===== src/rtl/sfifo_wr_arb.sv =====
// Round-robin write arbiter: shares one sfifo write port among NREQ producers,
// granting one owner at a time for up to MAXBURST stores, with a one-cycle idle bubble.
module sfifo_wr_arb #(
  parameter int NREQ     = 4,
  parameter int WIDTH    = 8,
  parameter int MAXBURST = 4
) (
  input  logic                  clk,
  input  logic                  reset,
  input  logic [NREQ-1:0]       req,
  input  logic [NREQ*WIDTH-1:0] wdata_in,
  input  logic                  fifo_full,
  output logic                  fifo_store,
  output logic [WIDTH-1:0]      fifo_wdata,
  output logic [NREQ-1:0]       ack,
  output logic [NREQ-1:0]       grant,
  output logic                  busy
);

  localparam int IW = (NREQ > 1) ? $clog2(NREQ) : 1;

  typedef enum logic {IDLE, OWN} state_t;

  state_t          state, state_nxt;
  logic [IW-1:0]   owner, rr, pick;
  logic            found;
  logic [7:0]      count;
  logic [WIDTH-1:0] owner_data;
  logic            own_req, last_word, release_now;

  // First requester at or above rr, wrapping around.
  always_comb begin
    int k;
    found = 1'b0;
    pick  = '0;
    k     = 0;
    for (int i = 0; i < NREQ; i++) begin
      k = int'(rr) + i;
      if (k >= NREQ) k = k - NREQ;
      if (!found && req[IW'(k)]) begin
        found = 1'b1;
        pick  = IW'(k);
      end
    end
  end

  always_comb begin
    owner_data = '0;
    for (int i = 0; i < NREQ; i++) begin
      if (owner == IW'(i)) owner_data = wdata_in[i*WIDTH +: WIDTH];
    end
  end

  assign own_req     = (state == OWN) && req[owner];
  assign fifo_store  = own_req && !fifo_full;
  assign ack         = fifo_store ? grant : '0;
  assign fifo_wdata  = (state == OWN) ? owner_data : '0;
  assign busy        = (state == OWN);
  assign last_word   = fifo_store && (count == 8'(MAXBURST - 1));
  // A dropped request releases even while the fifo is full.
  assign release_now = (state == OWN) && (!req[owner] || last_word);

  always_comb begin
    state_nxt = state;
    case (state)
      IDLE:    if (found) state_nxt = OWN;
      OWN:     if (release_now) state_nxt = IDLE;
      default: state_nxt = IDLE;
    endcase
  end

  always_ff @(posedge clk or posedge reset) begin
    if (reset) begin
      state <= IDLE;
      grant <= '0;
      owner <= '0;
      rr    <= '0;
      count <= '0;
    end else begin
      state <= state_nxt;
      case (state)
        IDLE: begin
          if (found) begin
            owner <= pick;
            grant <= NREQ'(1) << pick;
            count <= '0;
          end
        end
        OWN: begin
          if (release_now) begin
            grant <= '0;
            rr    <= (owner == IW'(NREQ - 1)) ? '0 : owner + IW'(1);
          end else if (fifo_store) begin
            count <= count + 8'd1;
          end
        end
        default: grant <= '0;
      endcase
    end
  end

endmodule

===== config.mk =====
export PLATFORM = sky130hd
export DESIGN_NAME = sfifo_wr_arb
export DESIGN_NICKNAME = d
export VERILOG_FILES = /design/src/rtl/sfifo_wr_arb.sv
export SDC_FILE = /design/constraint.sdc
export NUM_CORES = 1
export LEC_CHECK = 0
export ABC_AREA = 1
export BUFFER_PORTS_ARGS = -buffer_cell sky130_fd_sc_hd__buf_2
export CAP_MARGIN = 25
export CORE_ASPECT_RATIO = 0.5
export CORE_MARGIN = 5
export CORE_UTILIZATION = 45
export DETAILED_ROUTE_END_ITERATION = 6
export PLACE_DENSITY = 0.76
export RECOVER_POWER = 100
export SYNTH_ARGS = -nofsm -noshare
export SYNTH_HDL_FRONTEND = slang
export SYNTH_SLANG_ARGS = --single-unit

===== constraint.sdc =====
create_clock -name clk -period 1.6 [get_ports clk]
set_input_delay 0.16 -clock clk [delete_from_list [all_inputs] [get_ports clk]]
set_output_delay 0.16 -clock clk [all_outputs]
set_load 0.01 [all_outputs]

# Word-level counts from Yosys, hierarchy flattened
# Cells that the tools add are included.
dict set report totals {
  regBits 17
  input_bits 39
  out_inout_bits 18
}
dict set report op_classes {
  bitwise_logic 1
  magnitude_cmp 9
  shifts 1
  reduce_logical 18
  n_eq_ne 8
  mux 43
  addsub 9
}
# operator n
set op_table {}
lappend op_table {{2-to-1 mux 8 bit} 8}
lappend op_table {{2-to-1 mux 2 bit} 9}
lappend op_table {{less-than comparator 2 x 4 -> 1 bit (second input constant)} 4}
lappend op_table {{case mux 8 bit (2 select lines)} 1}
lappend op_table {{2-to-1 mux 1 bit} 15}
lappend op_table {{2-to-1 mux 4 bit} 3}
lappend op_table {{binary-select mux 1 bit (select 2 bit)} 5}
lappend op_table {{>= comparator 3 bit (second input constant)} 3}
lappend op_table {{adder 8 x 1 -> 8 bit (second input constant)} 1}
lappend op_table {{== test 8 x 2 -> 1 bit (second input constant)} 1}
lappend op_table {{case mux 4 bit (2 select lines)} 1}
lappend op_table {{subtractor 2 x 1 -> 2 bit (second input constant)} 4}
lappend op_table {{logical AND 1 bit} 7}
lappend op_table {{adder 2 x 2 -> 3 bit (second input constant)} 2}
lappend op_table {{inequality test 2 bit (second input constant)} 3}
lappend op_table {{AND reduction 2 bit} 3}
lappend op_table {{zero test 1 bit} 5}
lappend op_table {{== test 2 bit (second input constant)} 2}
lappend op_table {{<< shifter 1 x 2 -> 4 bit (first input constant)} 1}
lappend op_table {{adder 2 x 1 -> 3 bit (second input constant)} 1}
lappend op_table {{>= comparator 2 x 3 -> 1 bit (second input constant)} 1}
lappend op_table {{less-than comparator 2 x 3 -> 1 bit (second input constant)} 1}
lappend op_table {{AND reduction 3 bit} 1}
lappend op_table {{adder 2 x 1 -> 2 bit (second input constant)} 1}
lappend op_table {{other kinds (6)} 6}

# Logic depth before layout (Yosys ltp)
dict set report depth {
  depth_word 18
  depth_mapped 12
}

# Least setup slack after synthesis
# OpenSTA, ideal clock, no wires.
dict set report synth_path {
  kind {reg2out}
  start {reg owner[0]}
  end {out fifo_wdata[4]}
  stages_incl_launch_ff 9
  arrival_ns 1.559
  n_path_buf 2
  slack_ns -0.119
  cell_sequence {dfrtp_1 -> inv_2 -> ha_1 -> clkbuf_1 -> clkbuf_1 -> a21oi_1 -> o31ai_1 -> o21ai_0 -> nor2_1}
}
dict set report synth_between {
  elab_chain_len 6
}
# item line_no
set synth_rtl {}
lappend synth_rtl {{start, declared} 25} ;# logic [IW-1:0] owner, rr, pick;
lappend synth_rtl {{start signal, assigned} 84} ;# owner <= pick;
lappend synth_rtl {{zero test 2 bit} 50} ;# if (owner == IW'(i)) owner_data = wdata_in[i*WIDTH +: WIDTH];
lappend synth_rtl {{2-to-1 mux 8 bit (3 in a row)} 50}
lappend synth_rtl {{2-to-1 mux 8 bit *} 50}
lappend synth_rtl {{2-to-1 mux 8 bit *} 57} ;# assign fifo_wdata = (state == OWN) ? owner_data : '0;
lappend synth_rtl {{end, declared} 14} ;# output logic [WIDTH-1:0] fifo_wdata,
# Every way passes the cells marked *; elsewhere a longest branch is shown, timed or not.

# Worst setup path after layout
dict set report layout_path {
  start {reg owner[0]}
  end {out fifo_wdata[6]}
}
# The elaborated chain is that of the path after synthesis.

==> impl.org <==
** Detailed routing
- Wire per inst :: roughly 12 um
- The count of nets left with antenna violations once routing finished came out at 0.
- The routed design has 4.431 mm of wire.
- The routed layout has about 1900 vias.
- Detailed router's first-iteration violation count :: between 70 and 80
- Vias per cell :: about 5
- For this run, the detailed router's first-pass iteration total came to 4.
- After detailed routing, the number of remaining DRC violations is 0.

** Worst setup path
- On the critical path the largest part of the delay comes from flip-flops.
- Critical Path Slowest Stage Cell :: dfrtp_2
- Series of cell instances along the critical path :: inv_4, ha_4, a21oi_1, o31ai_1, o21ai_1, nor2_1, buf_2
- Maximum cell stage delay along the critical path :: between 0.4 and 0.5 ns
- The worst setup path is launched from a flop.
- Arrival time of the worst setup path :: between 1.5 and 2 ns
- The worst setup path is captured at a primary output.
- Endpoint required time on the critical path :: between 1 and 1.5 ns
- WS Path Type :: flop to primary output
- Together, buffers and inverters on the worst path number 2.
- Crit Path Max Fanout :: 8

** Placement
- Post-detail-place hpwl :: approximately 3.3 mm
- Prior to clock tree synthesis, the placed netlist has a worst setup slack of -0.1014 ns.
- Port bufs :: 56
- Cell Count Post-Placement :: about 360
- The congestion estimate from routability-driven global placement came to roughly 0.82.

** Synthesis
- In the post-synthesis netlist, the biggest area contributors are dfrtp_1, nand2_1, nor2_1, nand3_1, inv_1.
- The Yosys step of the flow raised 0 warnings.
- Synthesized flop and latch total :: 17
- The share of synthesized area in the top cell type comes to 0.2749.
- Summing every instance area after synthesis gives between 1500 and 2000 um2.
- Share of the yosys chip area belonging to registers :: 0.2749
- After synthesis, the netlist uses 22 different library cells.
- Area leader, netlist :: dfrtp_1
- The average instance in the mapped netlist occupies around 6.2 um2.
- In the synthesized netlist, the number of instances is 248.
- Total nets after synthesis :: 292

** Global routing
- First-pass GRT wire length :: roughly 6.8 mm
- For this run the aggregate overflow at the end of global routing stands at 0.
- Antenna violations before repair :: 0
- Entering global routing, the biggest net connects 18 pins.
- Number of global-route vias before repair :: around 1600
- Overall routing resource usage :: 0.1742

** Flow run
- The tool flagged a number of max-cap violations equal to 0.

** Timing
- Upper clock frequency limit :: about 550 MHz
- Hold_ws :: -0.02005 ns
- Dividing the final minimum period by the clock period gives 1.135.
- Final critical-path required period :: 1.817 ns
- Count of endpoints failing hold in the final timing report :: 17
- In this run the tightest slew margin relative to its limit is 0.5707.
- For the final database, setup skew stands at slightly below 0.005 ns.
- Setup repair after global routing could not meet its margin everywhere.
- Once routing completed, OpenROAD measured the worst setup slack at -0.2166 ns.
- Setup violations remaining at the end of the flow were counted as 15.
- Transition time at the pin with the least slew margin :: 0.6433 ns
- The count of pins over their slew limit is 0.

** Clock tree
- In this run, CTS created clock tree buffers numbering 3.
- Clock tree synthesis found a total of 17 sinks.
- Number of buffers on the longest clock path :: 2
- For the worst-skew pair, the clock arrives at the later sink with an insertion delay of approximately 0.26 ns.
- TritonCTS built the clock tree.
- Clock root cell :: clkbuf_8
- Clock-pin slew was measured on the worst setup and hold paths at 0.07 ns.
- H-tree depth reported by CTS :: 1

** Final layout
- Filler cell count in the final layout :: about 280
- The final layout contains around 370 nets.
- Fraction of layout instances using a drive strength above 1 :: 0.4141
- Fraction of the core area covered by cells at the end of the flow :: 0.6737
- Antenna diode count :: 0
- Area grow syn2layout :: 47.05%
- The count of cells in the finished layout, fillers not included, comes to approximately 370.
- Multi-input gate area in the final layout :: ~1100 um2
- Across the whole layout, storage elements account for between 400 and 500 um2.

** Floorplan
- Number of standard-cell rows in the floorplan :: 15
- Die Ht :: ~50 um
- The total area inside the core boundary comes to around 3400 um2.
- The die covers between 4000 and 5000 um2.
- Chip width :: 92.94 um
- The initial utilization of the core area, before any placement, comes to 0.4581.
- Pin placement for this block handled 57 I/O pins.

** Power and ir drop
- Of the total power, combinational logic draws 0.766.
- Internal power :: approximately 2100 uW
- Switch Pwr :: around 2200 uW
- In this run the power density over the cells is between 1500 and 2000 nW/um2.
- Summed over all cells, the static leakage comes to 0.001194 uW.
- Overall Power :: 4343 uW
- Switching Share :: 0.5080
- IR analysis of the VDD net gives a maximum drop of 0.0009975 V.
- Of the total power, the clock network draws 0.075.
- Portion of total power attributed to sequential cells :: 0.159

** Run status
- Failing checks :: hold timing, setup timing
- Result of the run :: finished with violations

** Worst hold path
- Class of the tightest hold or removal check :: primary input to async pin
-- cell families (layout without fill, tap and decap cells) --
| kind of cell | Yosys count | count (layout) | share of synthesized area |
|---|---|---|---|
| flops | 17 | 17 | 0.2749 |
| buf+inv | 40 | 118 | 0.1067 |
| compound gates | 41 | 41 | 0.1479 |
| xor+xnor | 3 | 3 | 0.01698 |
| fa+ha+maj | 5 | 5 | 0.04042 |
| simple gates | 142 | 142 | 0.4131 |
-- cell usage after synthesis --
| cell | instances |
|---|---|
| nand2_4 | 2 |
| xor2_1 | 3 |
| nand2_1 | 62 |
| buf_6 | 2 |
| dfrtp_1 | 17 |
| a21oi_1 | 20 |
| nor2_2 | 2 |
| nand3_1 | 22 |
| inv_1 | 28 |
| nor2_4 | 2 |
| clkbuf_1 | 5 |
| nand4_1 | 3 |
| ha_1 | 5 |
| nor3_1 | 2 |
| nand2_2 | 11 |
| o21ai_0 | 11 |
| o31ai_1 | 9 |
| buf_1 | 1 |
| a31oi_1 | 1 |
| inv_2 | 4 |
| nand3_2 | 1 |
| nor2_1 | 35 |
-- through the flow --
| step | instance area [um2] | TNS (ns) |
|---|---|---|
| floorplan | 1569 | 0 |
| global placement | 1963 | -0.2338 |
| detailed placement | 1963 | -0.7504 |
| CTS | 2137 | -2.397 |
| global route | 2276 | -4.628 |
| finish | 2276 | -2.002 |
-- path summary, 6_finish.rpt --
path                           start       endpoint  slack (ns)  depth (start not counted)
max                         owner[0]  fifo_wdata[6]       -0.22                          7
min                            reset       grant[1]       -0.02                          2
max reg2reg                 owner[0]       count[0]       -0.02                         12
min reg2reg                 grant[1]       grant[1]        0.53                          2
max in group asynchronous      reset       owner[0]        1.17                          2
min in group clk           fifo_full       count[1]        0.43                          6
-- registers in the layout (all words and copies together), names as in the netlist --
signal and flops:
count 8, grant 4, owner 2, rr 2, busy 1
-- power by group through the flow --
| stage | Combinational [uW] | Sequential, uW | Clock [uW] |
|---|---|---|---|
| after detailed placement | 2730 | 664 | 0 |
| after global routing | 3670 | 709 | 357 |
| after global placement | 2670 | 657 | 0 |
| final | 3330 | 692 | 324 |
| after floorplan | 1890 | 678 | 0 |
| after CTS | 3020 | 674 | 340 |
-- metal layers --
metal  up-vias  routed length, um  track usage
li1        953                  -            -
met1       888               1965       0.2163
met2        41               2214       0.3147
met3         8                186      0.03235
met4         0                 65      0.04380
met5         -                  0            0
-- layout by cell type, fill, tap and decap left out, types with 8 or more instances in the layout --
cell | synthesis | final
a21oi_1 | 20 | 20
nand2_1 | 62 | 55
nor2_1 | 35 | 29
nand2_2 | 11 | 15
dfrtp_1 | 17 | 14
buf_2 | 0 | 50
buf_4 | 0 | 21
o21ai_1 | 0 | 9
o31ai_1 | 9 | 8
inv_1 | 28 | 23
nand3_1 | 22 | 18
-- what timing repair did --
item,4_1_cts,5_1_grt
resized for setup,29,26
cloned,0,0
hold buffers,0,0
endpoints found under the setup margin,17,29
buffers inserted,3,6
pin swaps,7,12
-- final cells by class --
class                      count  share of cell area
timing repair buffer          82              0.2172
tap                           42             0.02309
clock buffer                   3             0.01814
inverter                      32             0.05937
sequential                    17              0.1886
clock inverter                 1            0.002199
multi-input combinational    191              0.4915
No activity file was read; power rests on OpenSTA's default activity.
